File: config.mk
export PLATFORM = sky130hd
export DESIGN_NAME = control_unit
export DESIGN_NICKNAME = d
export VERILOG_FILES = /design/src/rtl/control_unit.sv
export SDC_FILE = /design/constraint.sdc
export NUM_CORES = 1
export LEC_CHECK = 0
export CELL_PAD_IN_SITES_DETAIL_PLACEMENT = 0
export CELL_PAD_IN_SITES_GLOBAL_PLACEMENT = 2
export CORE_ASPECT_RATIO = 0.6
export CORE_UTILIZATION = 36
export CTS_CLUSTER_SIZE = 40
export DETAILED_ROUTE_END_ITERATION = 12
export DONT_BUFFER_PORTS = 1
export PLACE_DENSITY = 0.79
export SLEW_MARGIN = 25
export SYNTH_ARGS = -nofsm -noshare
export SYNTH_HDL_FRONTEND = slang
export SYNTH_SLANG_ARGS = --single-unit
File: constraint.sdc
create_clock -name clk -period 1.8 [get_ports clk]
set_input_delay 0.09 -clock clk [delete_from_list [all_inputs] [get_ports clk]]
set_output_delay 0.09 -clock clk [all_outputs]
set_load 0.05 [all_outputs]
File: src/rtl/control_unit.sv
// control_unit: multicycle sequencer for the KGP-RISC datapath.
// Steps each instruction through IF/ID/EX/MEM/WB, drives every datapath
// load/select/enable, counts retired instructions and flags undefined opcodes.
module control_unit #(
    parameter int CNT_W = 32
) (
    input  logic             clk,
    input  logic             reset,      // asynchronous, active-low
    input  logic             run,
    input  logic [31:0]      irout,
    output logic             readim,
    output logic             ldir,
    output logic             ldnpc,
    output logic             ldA,
    output logic             ldB,
    output logic             ldimm,
    output logic [1:0]       opcond,
    output logic             alusel1,
    output logic             alusel2,
    output logic             aluen,
    output logic             ldaluout,
    output logic [3:0]       alufunc,
    output logic             seldest,
    output logic             regwrite,
    output logic             writedmem,
    output logic             readdmem,
    output logic             ldlmd,
    output logic             selwb,
    output logic             branch,
    output logic             ldpc,
    output logic             halted,
    output logic             illegal,
    output logic [CNT_W-1:0] instr_count
);

    typedef enum logic [2:0] {
        S_IDLE, S_IF, S_ID, S_EX, S_BR, S_MEM, S_WB, S_HALT
    } state_t;

    localparam logic [3:0] ALU_ADD = 4'b0000;
    localparam logic [3:0] ALU_AND = 4'b0010;
    localparam logic [3:0] ALU_OR  = 4'b0011;
    localparam logic [3:0] ALU_XOR = 4'b0100;

    state_t           state_q, state_d;
    logic             illegal_q, illegal_d;
    logic [CNT_W-1:0] count_q;

    // Opcode decode; irout is stable from ID onwards because ldir only fires in IF.
    logic [5:0] op;
    logic       is_r, is_ialu, is_lw, is_sw, is_br, is_bcc, is_halt, is_legal;

    assign op       = irout[31:26];
    assign is_r     = (op == 6'h00);
    assign is_ialu  = (op >= 6'h01) && (op <= 6'h04);
    assign is_lw    = (op == 6'h08);
    assign is_sw    = (op == 6'h09);
    assign is_br    = (op == 6'h10);
    assign is_bcc   = (op >= 6'h11) && (op <= 6'h13);
    assign is_halt  = (op == 6'h3F);
    assign is_legal = is_r | is_ialu | is_lw | is_sw | is_br | is_bcc | is_halt;

    // State, sticky illegal flag and retired-instruction counter.
    always_ff @(posedge clk or negedge reset) begin
        if (!reset) begin
            state_q   <= S_IDLE;
            illegal_q <= 1'b0;
            count_q   <= '0;
        end else begin
            state_q   <= state_d;
            illegal_q <= illegal_d;
            if (ldpc) begin
                count_q <= count_q + 1'b1;
            end
        end
    end

    // Next-state and per-state control outputs; everything defaults to 0.
    always_comb begin
        state_d   = state_q;
        illegal_d = illegal_q;
        readim    = 1'b0;
        ldir      = 1'b0;
        ldnpc     = 1'b0;
        ldA       = 1'b0;
        ldB       = 1'b0;
        ldimm     = 1'b0;
        opcond    = 2'b00;
        alusel1   = 1'b0;
        alusel2   = 1'b0;
        aluen     = 1'b0;
        ldaluout  = 1'b0;
        alufunc   = ALU_ADD;
        seldest   = 1'b0;
        regwrite  = 1'b0;
        writedmem = 1'b0;
        readdmem  = 1'b0;
        ldlmd     = 1'b0;
        selwb     = 1'b0;
        branch    = 1'b0;
        ldpc      = 1'b0;
        halted    = 1'b0;
        unique case (state_q)
            S_IDLE: begin
                if (run) state_d = S_IF;
            end
            S_IF: begin
                // ldimm here: the sign-extender reads the raw instruction word.
                readim  = 1'b1;
                ldir    = 1'b1;
                ldnpc   = 1'b1;
                ldimm   = 1'b1;
                state_d = S_ID;
            end
            S_ID: begin
                ldA = 1'b1;
                ldB = 1'b1;
                if (!is_legal) begin
                    illegal_d = 1'b1;
                    state_d   = S_HALT;
                end else if (is_halt) begin
                    state_d = S_HALT;
                end else if (is_br) begin
                    state_d = S_BR;
                end else begin
                    state_d = S_EX;
                end
            end
            S_EX: begin
                aluen    = 1'b1;
                ldaluout = 1'b1;
                if (is_r) begin
                    alusel1 = 1'b1;
                    alufunc = irout[3:0];
                end else if (is_ialu) begin
                    alusel1 = 1'b1;
                    alusel2 = 1'b1;
                    case (op[2:0])
                        3'd2:    alufunc = ALU_AND;
                        3'd3:    alufunc = ALU_OR;
                        3'd4:    alufunc = ALU_XOR;
                        default: alufunc = ALU_ADD;
                    endcase
                end else if (is_lw || is_sw) begin
                    alusel1 = 1'b1;
                    alusel2 = 1'b1;
                end else begin
                    // Conditional branch target: NPC + imm.
                    alusel2 = 1'b1;
                end
                state_d = (is_r || is_ialu) ? S_WB : S_MEM;
            end
            S_BR: begin
                branch  = 1'b1;
                ldpc    = 1'b1;
                state_d = S_IF;
            end
            S_MEM: begin
                if (is_lw) begin
                    readdmem = 1'b1;
                    ldlmd    = 1'b1;
                    state_d  = S_WB;
                end else begin
                    ldpc    = 1'b1;
                    state_d = S_IF;
                    if (is_sw) begin
                        writedmem = 1'b1;
                    end else begin
                        // BZ/BNZ/BLTZ = 0x11/0x12/0x13 map directly onto opcond 01/10/11.
                        opcond = op[1:0];
                    end
                end
            end
            S_WB: begin
                regwrite = 1'b1;
                ldpc     = 1'b1;
                selwb    = !is_lw;
                seldest  = !is_r;
                state_d  = S_IF;
            end
            S_HALT: begin
                halted = 1'b1;
            end
            default: state_d = S_IDLE;
        endcase
    end

    assign illegal     = illegal_q;
    assign instr_count = count_q;

endmodule

======== After elaboration in Yosys (flattened, before gate mapping) ========
Cells that the tools add are included.
storage, ports and cells
  flip-flop bits (word level) ............. 36
  bits of input ports ..................... 35
  output and inout port bits .............. 58
  word-level logic and storage cells ...... 77
cells by class
  add/subtract/negate cells ............... 1
  magnitude comparators ................... 4
  equality and inequality tests ........... 15
  multiplexer cells ....................... 35
  bitwise gates (word level) .............. 7
  reductions and logical operators ........ 12
operators by type and width
  operator               number
  $add 32x1->32 const B  1
  $mux 1                 20
  $mux 3                 6
  $pmux 3 s6             1
  $eq 3x3->1 const B     5
  $eq 3x2->1 const B     4
  $eq 6x4->1 const B     2
  $pmux 3 s3             1
  $mux 2                 4
  $mux 4                 2
  $eq 6x5->1 const B     1
  $eq 6x6->1 const B     1
  $ge 6x1->1 const B     1
  $ge 6x5->1 const B     1
  $le 6x3->1 const B     1
  $le 6x5->1 const B     1
  $logic_not 6->1        1
  $or 1x1->1             6
  $reduce_bool 6->1      1
  $reduce_and 2->1       2
  $eq 3x1->1 const B     1
  $logic_not 3->1        1
  $logic_and 1x1->1      2
  $logic_not 1->1        2
  other kinds (5)        6

======== Depth between registers and ports, before layout ========
  depth after elaboration ................. 10
  mapped depth ............................ 6
  depth with buffers taken out ............ 5

======== Worst setup path before layout ========
OpenSTA, ideal clock, no wires.
  path type ............................... reg2out
  start point ............................. register state_q[0]
  end point ............................... output port ldir
  arrival time ............................ 2.359 ns
  required time ........................... 1.710 ns
  setup slack ............................. -0.649 ns
  stages on the path, launching flop included .. 4
  path buffers ............................ 2
  path through ............................ dfrtp_1 clkbuf_1 nor3b_1 buf_4
on the way
  word-level cells in the longest chain between the ends .. 2
ends and longest elaborated chain
  item                    line  text
  start, declared         45    state_t state_q, state_d;
  start signal, assigned  70    state_q <= state_d;
  $eq 3x1->1              -
  $mux 1                  -
  end, declared           12    output logic ldir,
No other way between the ends.

======== Final worst setup path ========
  start point ............................. register state_q[0]
  end point ............................... output port alufunc[1]
on the way
  word-level cells in the longest chain between the ends .. 2
ends and longest elaborated chain
  item           line  text
  $eq 3x2->1     103   unique case (state_q)
  $mux 4         103
  end, declared  22    output logic [3:0] alufunc,
No other way between the ends.

==> flow_summary.ini <==
[run_status]
status = complete, but fails checks
violations = setup timing

[logic_synthesis]
syn_nets = 252
yosys_warnings = 0
synthCells = 216
synth_seq_cells = 36
synth_ff_type = dfrtp_1
yosysTopAreaCell = dfrtp_1
synth_cell_types = 48
syn_avg_cell_area_um2 = 9.876
synth_top_area_share_pct = 42.23
synth_area_um2 = 2133
synthArstFlopShare_pct = 100.0
synth_area_leaders = dfrtp_1 42%, xnor2_1 10%, nand4_1 5.0%, nand3_1 4.2%, nand2_1 2.8%
synth_edf_count = 0
yosysSeqAreaShare_pct = 42.23

[global_route]
grt_max_degree = 37
grt_pass1_vias = 1732
gr-total-overflow = 0
antenna_found_initial = 0
grt_pass1_wl_mm = 8.880
track_usage_pct = 19.37

[critical_path]
crit_buf_inv = 1
required_ns = 1.71
worstPathArrival_ns = 1.71
crit_type = reg2out
cp_max_fo = 5
endpoint_kind = output port
critical_path.startpoint = state_q[0]$_DFFE_PN0P_
setup.worst_path.start_class = flop
cp_cell_sequence = nand2_1 -> or4_4 -> nand2b_4 -> a21oi_2 -> buf_6
reg2reg_from = state_q[2]$_DFFE_PN0P_
cpPeakStageDelay_ns = 0.45
cpLargestDelayFamily = simple AND/OR/NAND/NOR gates
timing.critical_path.slowest_stage_cell = or4_4

[clock_tree]
clk_pin_slew_ns = 0.07
clock_latency_ns = 0.29
clockBufferDepth = 2
cts_tree = built
cts.sinks = 36
numCtsBuffers = 5
cts_max_level = 2
cts_root_buf = clkbuf_8

[die]
die_h_um = 61.63
die_area_um2 = 6248
ioPinCount = 93
rows = 21
initial_core_util_pct = 37.76
fp.dieW_um = 101.4
core_area_um2 = 5649

[final_layout]
diodes = 0
nets = 317
num-fill-cells = 501
drive_above_1_share_pct = 39.72
fin_area_um2 = 2990
fin_util_pct = 52.93
area_delta_synth_final_pct = 40.18

[sta]
maxSlewHeadroom_pct = 62.08
fin_crit_ns = 1.800
rsz0062_at_grt = yes
hold_viol_final = 0
post-route-period-util_pct = 100.0
fin_ws_ns = -0.0004101
fmax_mhz = 555.4
maxSlewViolCount = 0
clock_skew_ns = 0.01072
worst_slew_pin_slew_ns = 0.5673
finalSetupViolCount = 1

[power]
p_per_area_nw_per_um2 = 1344
ir_worst_vdd_mv = 0.7476
p_leak_uw = 0.001270
totalPowerFinal_uw = 4018

[route]
drt.antenna.violating_nets = 0
routed_via_density = 5.221
vias = 1890
drt_iter0_markers = 95
drtPass1Iterations = 4
wirelength_mm = 5.772
route.detailed.drc = 0
routedWlPerCell_um = 15.94

[place]
placement.io_buffers = 0
place.gp.congestion = 0.7824
placed_cell_area_um2 = 2710
post-place-ws_ns = 0.1512
detailed_place_hpwl_mm = 4.194

[hold_path]
min-delay-path-class = in2reg
hold_path_startpoint = irout[31]

[job]
drv_cap = 0
## logic make-up after synthesis
kind of cell	count (synthesis)	share of synthesized area, %
buffers and inverters	19	5.923
adders and majority gates	1	0.5864
AOI/OAI and AO/OA	23	8.329
and+or+nand+nor	105	29.68
muxes	1	0.5278
DFF	36	42.23
xor gates and xnor gates	31	12.73
## per-layer routing
layer | share of wire (%) | vias up | track usage [%]
met5 | 0 | - | 0
met4 | 1.1 | 0 | 6.211
met3 | 8.3 | 7 | 6.583
met2 | 38 | 77 | 24.68
met1 | 52 | 899 | 29.68
li1 | - | 907 | -
## power by group
part / leakage, uW / total, uW / internal, uW / switching, uW
clock network: 0.0000422 / 556 / 272 / 284
registers: 0.000443 / 1110 / 944 / 168
logic: 0.000785 / 2350 / 855 / 1500
## Yosys cell counts (2+ instances only)
master	instances
dfrtp_1	36
xnor2_1	25
nand3_1	18
nand4_1	17
nand2_1	16
nor2_1	12
and3_1	8
nor3_1	8
a21oi_1	6
buf_4	6
xor2_1	6
inv_1	5
and2_1	4
buf_6	4
nand2b_1	4
o21ai_0	3
a31oi_1	2
and4_1	2
clkbuf_1	2
nor3b_1	2
nor4_4	2
or4_1	2
## what timing repair did
action / 4_1_cts / 5_1_grt
pin swaps: 1 / 3
endpoints found under the hold margin: 37 / 0
buffers inserted: 4 / 3
hold buffers: 3 / 0
setup endpoints to repair: 10 / 16
resized for setup: 7 / 18
## state kept, by name (all words and copies together) (netlist names)
name,cells
instr_count,32
state_q,3
illegal,1
## final cells by class
| type | count | area [um^2] | share of cell area (%) |
|---|---|---|---|
| sequential | 36 | 917.1 | 30.67 |
| tap | 80 | 100.1 | 3.347 |
| timing repair buffer | 72 | 669.4 | 22.38 |
| inverter | 5 | 18.77 | 0.6276 |
| multi-input combinational | 161 | 1204 | 40.25 |
| clock buffer | 7 | 76.32 | 2.552 |
| clock inverter | 1 | 5.005 | 0.1674 |
## cells in the final DEF, fill, tap and decap left out, drive strengths merged, types with 3 or more instances in the layout
cell / count
nand2: 16
nand4: 18
nand2b: 4
buf: 70
o21ai: 3
inv: 5
and2: 4
a21oi: 6
clkbuf: 7
and3: 8
nor2: 13
nor4: 3
dfrtp: 36
nor3: 8
xor2: 6
xnor2: 25
nand3: 18
## metrics by stage
stage	setup TNS [ns]	cells	hold slack, ns
5_1_grt	-0.3351	362	0.06857
4_1_cts	-0.007104	359	0.06603
3_3_place_gp	0	344	-0.2046
2_1_floorplan	-0.9276	216	-0.2056
6_report	-0.0004101	362	0.06672
3_5_place_dp	0	344	-0.2044
## final timing paths
| path | to | cells past startpoint | slack, ns |
|---|---|---|---|
| min in group asynchronous | instr_count[18]$_DFFE_PN0P_ | 2 | 0.29 |
| worst max register to register | instr_count[25]$_DFFE_PN0P_ | 6 | 0.15 |
| worst max-delay path | alufunc[1] | 5 | -0.0004 |
| worst min-delay path | illegal$_DFFE_PN0P_ | 2 | 0.07 |
| worst min register to register | instr_count[0]$_DFFE_PN0P_ | 1 | 0.50 |
| max in group asynchronous | instr_count[10]$_DFFE_PN0P_ | 2 | 1.30 |
## worst reg2reg max path: stages (launching register included)
cell and delay (ns):
dfrtp_1 0.40, buf_4 0.14, a21bo_2 0.25, a311oi_4 0.30, buf_12 0.18, nand4_1 0.12, xnor2_1 0.15
No activity file was read; power rests on OpenSTA's default activity.
